[src/rtl/decode_stage.sv]
// -----------------------------------------------------------------------------
// decode_stage
//
// Registered, handshaked LEGv8 instruction decoder placed between fetch and
// register read. Each accepted instruction is classified into a format
// (R/I/D/B/CB/IW or illegal). The stage extracts the register numbers and
// produces a sign- or zero-extended immediate. A main output register plus
// one skid register keep in_ready registered, so in_ready has no
// combinational path from out_ready.
//
// Ports:
//   clk, rst              clock, asynchronous active-high reset
//   flush                 drop every held entry and any instruction offered now
//   in_valid / in_ready   upstream handshake (in_ready is a flop output)
//   instruction           raw instruction word
//   out_valid / out_ready downstream handshake
//   opcode, fmt           instruction[31:21], format code (7 = illegal)
//   rd_num, rn_num,       register fields [4:0], [9:5], [20:16]
//   rm_num
//   shamt, hw             R-format shift amount, IW half-word select (else 0)
//   imm                   extended immediate (not scaled)
//   illegal_cnt           saturating count of accepted illegal instructions
// -----------------------------------------------------------------------------
module decode_stage #(
    parameter int INSTR_LEN = 32,
    parameter int DATA_LEN  = 64,
    parameter int CNT_W     = 16
) (
    input  logic                 clk,
    input  logic                 rst,
    input  logic                 flush,
    input  logic                 in_valid,
    output logic                 in_ready,
    input  logic [INSTR_LEN-1:0] instruction,
    output logic                 out_valid,
    input  logic                 out_ready,
    output logic [10:0]          opcode,
    output logic [2:0]           fmt,
    output logic [4:0]           rd_num,
    output logic [4:0]           rn_num,
    output logic [4:0]           rm_num,
    output logic [5:0]           shamt,
    output logic [1:0]           hw,
    output logic [DATA_LEN-1:0]  imm,
    output logic [CNT_W-1:0]     illegal_cnt
);

    localparam logic [2:0] FMT_R   = 3'd0;
    localparam logic [2:0] FMT_I   = 3'd1;
    localparam logic [2:0] FMT_D   = 3'd2;
    localparam logic [2:0] FMT_B   = 3'd3;
    localparam logic [2:0] FMT_CB  = 3'd4;
    localparam logic [2:0] FMT_IW  = 3'd5;
    localparam logic [2:0] FMT_ILL = 3'd7;

    typedef struct packed {
        logic [10:0]         opcode;
        logic [2:0]          fmt;
        logic [4:0]          rd;
        logic [4:0]          rn;
        logic [4:0]          rm;
        logic [5:0]          shamt;
        logic [1:0]          hw;
        logic [DATA_LEN-1:0] imm;
    } dec_t;

    dec_t             dec_in;
    dec_t             main_q, main_d;
    dec_t             skid_q, skid_d;
    logic             main_valid_q, main_valid_d;
    logic             skid_valid_q, skid_valid_d;
    logic             in_ready_q;
    logic [CNT_W-1:0] cnt_q, cnt_d;
    logic [10:0]      op;
    logic             accept;

    // -------------------------------------------------------------------------
    // Combinational decode of the word currently offered on the input.
    // -------------------------------------------------------------------------
    assign op = instruction[31:21];

    always_comb begin
        // NOTE: every field gets a default before the priority chain; a path
        // that leaves a combinational variable unassigned would infer a latch.
        dec_in        = '0;
        dec_in.opcode = op;
        dec_in.rd     = instruction[4:0];
        dec_in.rn     = instruction[9:5];
        dec_in.rm     = instruction[20:16];
        dec_in.fmt    = FMT_ILL;

        if (op inside {11'h458, 11'h658, 11'h450, 11'h550, 11'h69B, 11'h69A}) begin
            dec_in.fmt   = FMT_R;
            dec_in.shamt = instruction[15:10];
        end else if (op[10:1] inside {10'h244, 10'h344}) begin
            dec_in.fmt = FMT_I;
            dec_in.imm = {{(DATA_LEN-12){1'b0}}, instruction[21:10]};
        end else if (op inside {11'h7C2, 11'h7C0}) begin
            dec_in.fmt = FMT_D;
            dec_in.imm = {{(DATA_LEN-9){instruction[20]}}, instruction[20:12]};
        end else if (op[10:5] == 6'h05) begin
            dec_in.fmt = FMT_B;
            dec_in.imm = {{(DATA_LEN-26){instruction[25]}}, instruction[25:0]};
        end else if (op[10:3] inside {8'hB4, 8'hB5}) begin
            dec_in.fmt = FMT_CB;
            dec_in.imm = {{(DATA_LEN-19){instruction[23]}}, instruction[23:5]};
        end else if (op[10:2] == 9'h1A5) begin
            dec_in.fmt = FMT_IW;
            dec_in.hw  = instruction[22:21];
            dec_in.imm = {{(DATA_LEN-16){1'b0}}, instruction[20:5]};
        end
    end

    // -------------------------------------------------------------------------
    // Handshake and skid control.
    // -------------------------------------------------------------------------
    // Flush takes priority over accept: an instruction offered during a flush
    // is neither stored nor counted.
    assign accept = in_valid && in_ready_q && !flush;

    always_comb begin
        main_d       = main_q;
        skid_d       = skid_q;
        main_valid_d = main_valid_q;
        skid_valid_d = skid_valid_q;

        if (flush) begin
            main_valid_d = 1'b0;
            skid_valid_d = 1'b0;
        end else if (main_valid_q && !out_ready) begin
            // Main is stalled and must not change; park the newcomer in skid.
            // Accept is only possible here when skid is empty.
            if (accept) begin
                skid_d       = dec_in;
                skid_valid_d = 1'b1;
            end
        end else if (skid_valid_q) begin
            // Main is empty or draining: the older skid entry goes first.
            // in_ready is low while skid is full, so nothing arrives now.
            main_d       = skid_q;
            main_valid_d = 1'b1;
            skid_valid_d = 1'b0;
        end else if (accept) begin
            main_d       = dec_in;
            main_valid_d = 1'b1;
        end else begin
            main_valid_d = 1'b0;
        end
    end

    always_comb begin
        cnt_d = cnt_q;
        if (accept && (dec_in.fmt == FMT_ILL) && (cnt_q != {CNT_W{1'b1}})) begin
            cnt_d = cnt_q + CNT_W'(1);
        end
    end

    // -------------------------------------------------------------------------
    // State registers.
    // -------------------------------------------------------------------------
    always_ff @(posedge clk or posedge rst) begin
        if (rst) begin
            // NOTE: the data registers are reset as well as the valid flags,
            // because the decoded fields are visible on the outputs and must
            // read as zero after reset.
            main_q       <= '0;
            skid_q       <= '0;
            main_valid_q <= 1'b0;
            skid_valid_q <= 1'b0;
            in_ready_q   <= 1'b1;
            cnt_q        <= '0;
        end else begin
            main_q       <= main_d;
            skid_q       <= skid_d;
            main_valid_q <= main_valid_d;
            skid_valid_q <= skid_valid_d;
            // Registered copy of "skid will be empty next cycle".
            in_ready_q   <= ~skid_valid_d;
            cnt_q        <= cnt_d;
        end
    end

    // -------------------------------------------------------------------------
    // Outputs come straight from the main register, so they hold while stalled.
    // -------------------------------------------------------------------------
    assign in_ready    = in_ready_q;
    assign out_valid   = main_valid_q;
    assign opcode      = main_q.opcode;
    assign fmt         = main_q.fmt;
    assign rd_num      = main_q.rd;
    assign rn_num      = main_q.rn;
    assign rm_num      = main_q.rm;
    assign shamt       = main_q.shamt;
    assign hw          = main_q.hw;
    assign imm         = main_q.imm;
    assign illegal_cnt = cnt_q;

endmodule

[config.mk]
export PLATFORM = sky130hd
export DESIGN_NAME = decode_stage
export DESIGN_NICKNAME = d
export VERILOG_FILES = /design/src/rtl/decode_stage.sv
export SDC_FILE = /design/constraint.sdc
export NUM_CORES = 1
export LEC_CHECK = 0
export ABC_CLOCK_PERIOD_IN_PS = 5400
export CORE_AREA = 2 2 159 161
export DETAILED_ROUTE_END_ITERATION = 12
export DIE_AREA = 0 0 161 163
export DONT_BUFFER_PORTS = 1
export HOLD_SLACK_MARGIN = 0.08
export REMOVE_ABC_BUFFERS = 1
export SLEW_MARGIN = 20
export SYNTH_ARGS = -nofsm -noshare
export SYNTH_HDL_FRONTEND = slang
export SYNTH_SLANG_ARGS = --single-unit
[constraint.sdc]
create_clock -name clk -period 5.4 [get_ports clk]
set_input_delay 0.54 -clock clk [delete_from_list [all_inputs] [get_ports clk]]
set_output_delay 0.54 -clock clk [all_outputs]
set_load 0.01 [all_outputs]
## After elaboration in Yosys (flattened, before gate mapping)

Index checks and enable logic that the tools add are counted.

| cells by class | value |
|---|---|
| add/sub/neg operators | 1 |
| equal/unequal tests | 17 |
| multiplexer cells | 26 |
| bitwise gates (word level) | 3 |
| reduce and logical (&&, ||, !) cells | 14 |

Operator list:

| kind | number |
|---|---|
| $mux 64 | 4 |
| $mux 101 | 2 |
| $mux 66 | 2 |
| $eq 11x11->1 const B | 8 |
| $eq 10x10->1 const B | 2 |
| $add 16x1->16 const B | 1 |
| $eq 8x8->1 const B | 2 |
| $ne 16x16->1 const B | 1 |
| $mux 3 | 5 |
| $mux 2 | 5 |
| $eq 9x9->1 const B | 1 |
| $reduce_bool 2->1 | 4 |
| $mux 1 | 7 |
| $eq 6x3->1 const B | 1 |
| $mux 6 | 1 |
| $reduce_and 3->1 | 2 |
| $reduce_bool 6->1 | 1 |
| $logic_and 1x1->1 | 5 |
| $eq 3x3->1 const B | 1 |
| $not 1->1 | 3 |
| $logic_not 1->1 | 2 |
| $ne 2x2->1 const B | 1 |

| storage, ports and cells | value |
|---|---|
| register bits after elaboration | 221 |
| input port bits | 37 |
| output and inout port bits | 119 |
| word-level logic and storage cells | 81 |

## Logic depth before layout (Yosys ltp)

Gate-level depths: netlist (run 1).

| logic depth | value |
|---|---|
| word-level depth | 10 |
| depth in mapped cells | 8 |
| gate-level depth less buffers | 6 |

## Worst setup path before layout (run 1)

OpenSTA, ideal clock, no wires.

| timing | value |
|---|---|
| path type | input to register |
| start | input instruction[26] |
| end | register skid_q[10] (netlist bit) |
| data arrival time | 2.022 ns |
| required time | 5.275 ns |
| setup slack | 3.253 ns |
| stages | 7 |
| path buffers | 2 |
| path through | or4b_1 > buf_6 > nor3_4 > buf_6 > o21ai_1 > a21boi_1 > mux2_4 |

| on the way | value |
|---|---|
| longest elaborated chain between the ends | 7 |
| elaborated cells on any way between the ends | 24 |

Ends and longest elaborated chain:

| element | line | text |
|---|---|---|
| start: declaration | 34 | `input logic [INSTR_LEN-1:0] instruction,` |
| $eq 9x9->1 or $eq 8x8->1 (tied branches) | 107, 104 |  |
| $mux 66 or $reduce_bool 2->1 (tied branches) | 107, 104 |  |
| $mux 64 | 104 | `end else if (op[10:3] inside {8'hB4, 8'hB5}) begin` |
| $mux 64 | 101 | `end else if (op[10:5] == 6'h05) begin` |
| $mux 64 | 98 | `end else if (op inside {11'h7C2, 11'h7C0}) begin` |
| $mux 64 | 95 | `end else if (op[10:1] inside {10'h244, 10'h344}) begin` |
| $mux 66 (*) | 92 | `if (op inside {11'h458, 11'h658, 11'h450, 11'h550, 11'h69B, 11'h69A}) begin` |
| end signal: assignment | 174 | `skid_q <= skid_d;` |
| end: declaration | 69 | `dec_t skid_q, skid_d;` |

Every way passes the cells marked *; elsewhere a longest branch is shown, timed or not.
A chain may end at the register's enable or synchronous reset.

## Worst setup path in the final report (run 1)

| timing | value |
|---|---|
| start | input instruction[26] |
| end | register main_q (netlist bit imm[22]) |

| on the way | value |
|---|---|
| longest elaborated chain between the ends | 9 |
| elaborated cells on any way between the ends | 24 |

Ends and longest elaborated chain:

| element | line | text |
|---|---|---|
| $eq 8x8->1 | 104 |  |
| $reduce_bool 2->1 | 104 |  |
| $mux 64 | 104 |  |
| $mux 64 | 101 |  |
| $mux 64 | 98 |  |
| $mux 64 | 95 |  |
| $mux 66 (*) | 92 |  |
| $mux 101 (*) | 143 | `end else if (accept) begin` |
| $mux 101 (*) | 137 | `end else if (skid_valid_q) begin` |
| end signal: assignment | 173 | `main_q <= main_d;` |
| end: declaration | 68 | `dec_t main_q, main_d;` |

Every way passes the cells marked *; elsewhere a longest branch is shown, timed or not. The select of a mux whose other input is x is not followed.

==> flow_summary.json, run 1 <==
{
  "post_cts_resized": 0,
  "netlist_area_um2": 7290,
  "clk_latency_ps": 430,
  "skew_ps": 12.1,
  "worstMarginPinSlew_ps": 970,
  "coreArea_um2": 24700,
  "worstSetupPathType": "in2reg",
  "syn_avg_cell_area_um2": 9.55,
  "crit_family": "simple AND/OR/NAND/NOR gates",
  "finalHoldViolCount": 0,
  "viasPerCell": 5.05,
  "placed_cell_area_um2": 7280,
  "final_cells": 1047,
  "critPathCaptureType": "flip-flop",
  "grt_use_total": 0.158,
  "synth.top_cell.area_share": 0.495,
  "pin_count": 156,
  "maxCapViolCount": 0,
  "die_h_um": 163,
  "min_period_over_period": 0.428,
  "clk_pin_slew_ps": 70,
  "cpPeakStageDelay_ps": 820,
  "worst_path_max_delay_cell": "and4_1",
  "numCtsBuffers": 17,
  "ys_top_cells_by_count": "144 x dfrtp_1, 144 x nand2_1, 50 x a21oi_1",
  "synth_ff_type": "dfrtp_1",
  "vias": 5289,
  "drt-total-wl_um": 20100,
  "slew_violations": 0,
  "fin_crit_ps": 2310,
  "cts_hold_buf": 0,
  "peakVddDrop_mv": 0.213,
  "firstDrtPassIters": 5,
  "power_density_nw_per_um2": 362,
  "yosysUniqueCellTypes": 58,
  "io_buffer_count": 0,
  "timing.rr.start": "illegal_cnt[0]",
  "grt_pass1_vias": 5182,
  "netlist_instances": 763,
  "seq_area_frac_synth": 0.498,
  "grt-ovfl-total": 0,
  "synthTopCellsByArea": "dfrtp_1 49%, nand2_1 7.4%, buf_4 4.0%",
  "root_buffer": "clkbuf_16",
  "fmaxAchievable_mhz": 433,
  "power_w": 0.00286,
  "arrival_ps": 2660,
  "cts_tree": "done",
  "async_flop_share": 1.00,
  "crit_chain": "nor3b_2 -> and4_1 -> nand2_1 -> a21o_1 -> a31oi_1",
  "setup_viol": 0,
  "hold_class": "in2async",
  "multi_input_area_um2": 3110,
  "drive_above_1_share": 0.0962,
  "areaGrowthSynthToFinish_pct": 8.40,
  "required_ps": 5750,
  "startpoint": "instruction[26]",
  "ant_nets": 0,
  "synth_top_area_cell": "dfrtp_1",
  "synth-seq-cells": 145,
  "synth_edf_count": 0,
  "post-cts-setup-buffers": 0,
  "drt_iter0_drc": 478,
  "placementRows": 58,
  "clock-sinks": 145,
  "final_area_um2": 7900,
  "yosysWarnings": 0,
  "diodes": 0,
  "place_congestion": 0.788,
  "p_leak_nw": 3.41,
  "antenna_found_initial": 0,
  "dp_hpwl_um": 13400,
  "crit_fanout": 23,
  "slew_headroom": 0.354,
  "grt_max_degree": 83,
  "grt_pass1_wl_um": 31900,
  "cp_num_buf_inv": 0,
  "nets": 742,
  "cts_max_level": 4,
  "seq_area_um2": 3630,
  "worstSetupStartpointType": "input port",
  "drc_errors": 0,
  "fp.dieArea_um2": 26200,
  "wl_per_cell_um": 19.2,
  "die_x_um": 161,
  "ctsLongestPathBuffers": 2,
  "rsz0062_at_grt": "false",
  "place_inst": 1013,
  "tns_ps": 0,
  "start_util": 0.295,
  "status": "completed",
  "fillers": 2598
}
cell type report:
type                       count  share of cell area
clock inverter                13              0.0165
clock buffer                  19              0.0574
tap                          330              0.0523
timing repair buffer           9              0.0106
multi-input combinational    513               0.394
inverter                      18             0.00919
sequential                   145               0.460
registers in the layout, indices dropped and copies added (netlist names):
register      flops
illegal_cnt      16
skid_q           63
out_valid         1
shamt             6
rm_num            5
imm              26
hw                2
in_ready          1
opcode           11
skid_valid_q      1
fmt               3
rn_num            5
rd_num            5
layer usage:
layer  global-route usage  up-vias  routed length, µm
met5                    0        -                  0
met3               0.0616       18               1890
met1                0.204     2590               8430
met2                0.245      147               9490
li1                     -     2534                  -
met4               0.0463        0                275
logic make-up after synthesis:
| logic type | after synthesis | share of synthesized area |
|---|---|---|
| buffers and inverters | 105 | 0.0773 |
| muxes | 41 | 0.0592 |
| adders and majority gates | 1 | 0.00172 |
| xor gates and xnor gates | 15 | 0.0180 |
| DFF | 145 | 0.498 |
| AOI/OAI and AO/OA | 201 | 0.178 |
| and+or+nand+nor | 255 | 0.167 |
per-stage QoR:
stage,util,hold WS (ps),setup slack (ps)
2_1_floorplan,-,440,238
3_3_place_gp,0.295,451,2770
3_5_place_dp,0.295,457,2720
4_1_cts,0.319,144,3140
5_1_grt,0.320,156,2930
6_report,0.320,116,3090
where the power goes:
| group | internal [W] | switching (W) | leakage [nW] |
|---|---|---|---|
| sequential | 0.00124 | 0.000160 | 1.86 |
| clock | 0.000665 | 0.000491 | 0.266 |
| combinational | 0.000111 | 0.000191 | 1.28 |
path summary, 6_finish.rpt:
kind	cells after the start	end	slack, ps
worst max-delay path	5	imm[22]	3090
worst min-delay path	1	skid_q[85]	120
worst max register to register	6	illegal_cnt[1]	3160
worst min register to register	2	skid_q[5]	470
max in group asynchronous	2	skid_q[92]	3950
min in group clk	1	out_valid	170
cell usage in the layout (no fill, tap or decap), types with 13 or more instances in the layout:
master     synthesis  layout
nand3_1           14      13
o31ai_1           23      23
and3_1            22      22
clkbuf_16          0      17
a221o_1           14      14
nor2_1            29      29
nand2_1          144     143
xnor2_1           15      15
inv_1             17      16
o21ai_0           48      48
a31oi_1           16      16
a21oi_1           50      50
dfrtp_1          144     142
mux2i_1           27      27
No activity file was read; power rests on OpenSTA's default activity.
==> inputs of run 2 (changes only) <==
Settings changed: ABC_CLOCK_PERIOD_IN_PS 5400 to 2029.
Clock period 5.4 ns to 2.03 ns, I/O delays scaled along.
==> flow_summary.json, run 2 (synthesized netlist as in run 1, its figures left out) <==
{
  "slew_violations": 0,
  "vias": 5617,
  "pin_count": 156,
  "clock-sinks": 145,
  "switching_power_w": 0.00228,
  "ctsLongestPathBuffers": 2,
  "start_util": 0.295,
  "largest_reg_flops": 63,
  "reg2reg_depth": 5,
  "numCtsBuffers": 17,
  "power_w": 0.00769,
  "top_register": "skid_q",
  "wl_per_cell_um": 19.7,
  "worstMarginPinSlew_ps": 550,
  "p_leak_nw": 3.69,
  "hp-start": "instruction[13]",
  "cts_max_level": 4,
  "slew_headroom": 0.632,
  "io_buffer_count": 0,
  "diodes": 0,
  "drc_errors": 0,
  "grt_pass1_vias": 5438,
  "cts_hold_buf": 37,
  "min_period_over_period": 0.900,
  "regToRegSetupSlack_ps": 200,
  "hold_class": "in2reg",
  "required_ps": 2330,
  "p_clk_frac": 0.390,
  "cpPeakStageDelay_ps": 460,
  "rsz0062_at_grt": "false",
  "seqPwrFrac": 0.481,
  "finalHoldViolCount": 0,
  "layout_common_cells": "143 x nand2_1, 142 x dfrtp_1, 50 x a21oi_1",
  "grt_max_degree": 79,
  "power_density_nw_per_um2": 905,
  "skew_ps": 9.74,
  "crit_chain": "and4_1 -> nand3_1 -> o2111a_1 -> nand2_1 -> mux2_1",
  "tns_ps": 0,
  "cts_tree": "done",
  "ant_nets": 0,
  "setup_viol": 0,
  "nets": 799,
  "post-cts-setup-buffers": 0,
  "areaGrowthSynthToFinish_pct": 16.6,
  "maxCapViolCount": 0,
  "root_buffer": "clkbuf_16",
  "drt_iter0_drc": 470,
  "whs_path_depth": 3,
  "grt_use_total": 0.170,
  "fin_crit_ps": 1830,
  "arrival_ps": 2130,
  "clk_latency_ps": 430,
  "status": "completed",
  "grt-ovfl-total": 0,
  "hold_end": "skid_q[8]",
  "post_cts_resized": 0,
  "coreArea_um2": 24700,
  "viasPerCell": 5.10,
  "timing.rr.start": "illegal_cnt[5]",
  "die_h_um": 163,
  "fillers": 2531,
  "dp_hpwl_um": 13700,
  "antenna_found_initial": 0,
  "worstSetupStartpointType": "flip-flop",
  "peakVddDrop_mv": 0.472,
  "drt-total-wl_um": 21700,
  "final_area_um2": 8490,
  "crit_fanout": 5,
  "layout_commonest_cell": "nand2_1",
  "drive_above_1_share": 0.114,
  "rr_endpoint": "illegal_cnt[1]",
  "fp.dieArea_um2": 26200,
  "critPathCaptureType": "flip-flop",
  "worst_path_max_delay_cell": "dfrtp_1",
  "place_congestion": 0.772,
  "grt_pass1_wl_um": 33900,
  "placementRows": 58,
  "fin_util": 0.344,
  "fmaxAchievable_mhz": 548,
  "p_sw_frac": 0.297,
  "p_comb_frac": 0.128,
  "clk_pin_slew_ps": 60,
  "die_x_um": 161,
  "internal_power_w": 0.00541,
  "firstDrtPassIters": 5,
  "placed_cell_area_um2": 7570,
  "worstSetupPathType": "reg2reg"
}
## run 2: changes by cell type in the layout (fill, tap and decap cells not counted)
cell	change
buf_12	+10
buf_16	-1
buf_4	+12
clkbuf_1	-1
clkbuf_8	-1
clkinv_2	+3
clkinv_4	-1
clkinvlp_4	-2
dlygate4sd3_1	+37
inv_8	-1
## run 2: power groups by stage
stage          combinational [W]  clock, W  sequential [W]
4_1_cts                  0.00100   0.00308         0.00371
6_report                0.000985   0.00300         0.00370
2_1_floorplan           0.000542         0         0.00377
3_5_place_dp            0.000914         0         0.00376
5_1_grt                  0.00113   0.00319         0.00376
3_3_place_gp            0.000887         0         0.00375
## run 2: worst max-delay path: cells and delay by family (launching register included)
| family | cells | cell delay, ps |
|---|---|---|
| flip-flops | 1 | 460 |
| multiplexers | 1 | 330 |
| AO/OA/AOI/OAI | 1 | 310 |
| AND/OR/NAND/NOR | 3 | 620 |
## run 2: worst max-delay path by stage
stage,start,end,slack [ps],cells past startpoint
detailed placement,instruction[26],imm[16],150,5
finish,illegal_cnt[5],illegal_cnt[1],200,5
floorplan,skid_valid_q,imm[0],-3130,4
global placement,instruction[26],skid_q[10],150,6
global route,illegal_cnt[5],illegal_cnt[1],90,5
CTS,illegal_cnt[5],illegal_cnt[1],180,5
## run 2: final cells by class
cell class / instances / area, µm² / area share
Inverter: 18 / 72.6 / 0.00854
Clock inverter: 12 / 110 / 0.0130
Sequential cell: 145 / 3630 / 0.428
Multi-Input combinational cell: 513 / 3110 / 0.366
Timing Repair Buffer: 66 / 713 / 0.0840
Clock buffer: 18 / 439 / 0.0517
Tap cell: 330 / 413 / 0.0486
## run 2: routing by layer
metal  part of all wire  vias to the layer above  track usage
li1                   -                     2658            -
met1               0.44                     2757        0.228
met2               0.47                      182        0.266
met3              0.074                       20       0.0476
met4              0.014                        0       0.0540
met5                  0                        -            0
## run 2: per-stage QoR
stage | instances | setup WS, ps | hold slack, ps
floorplan | 676 | -3130 | 266
global placement | 1035 | 152 | 166
detailed placement | 1035 | 146 | 168
CTS | 1102 | 185 | 94.4
global route | 1102 | 94.3 | 135
finish | 1102 | 204 | 107
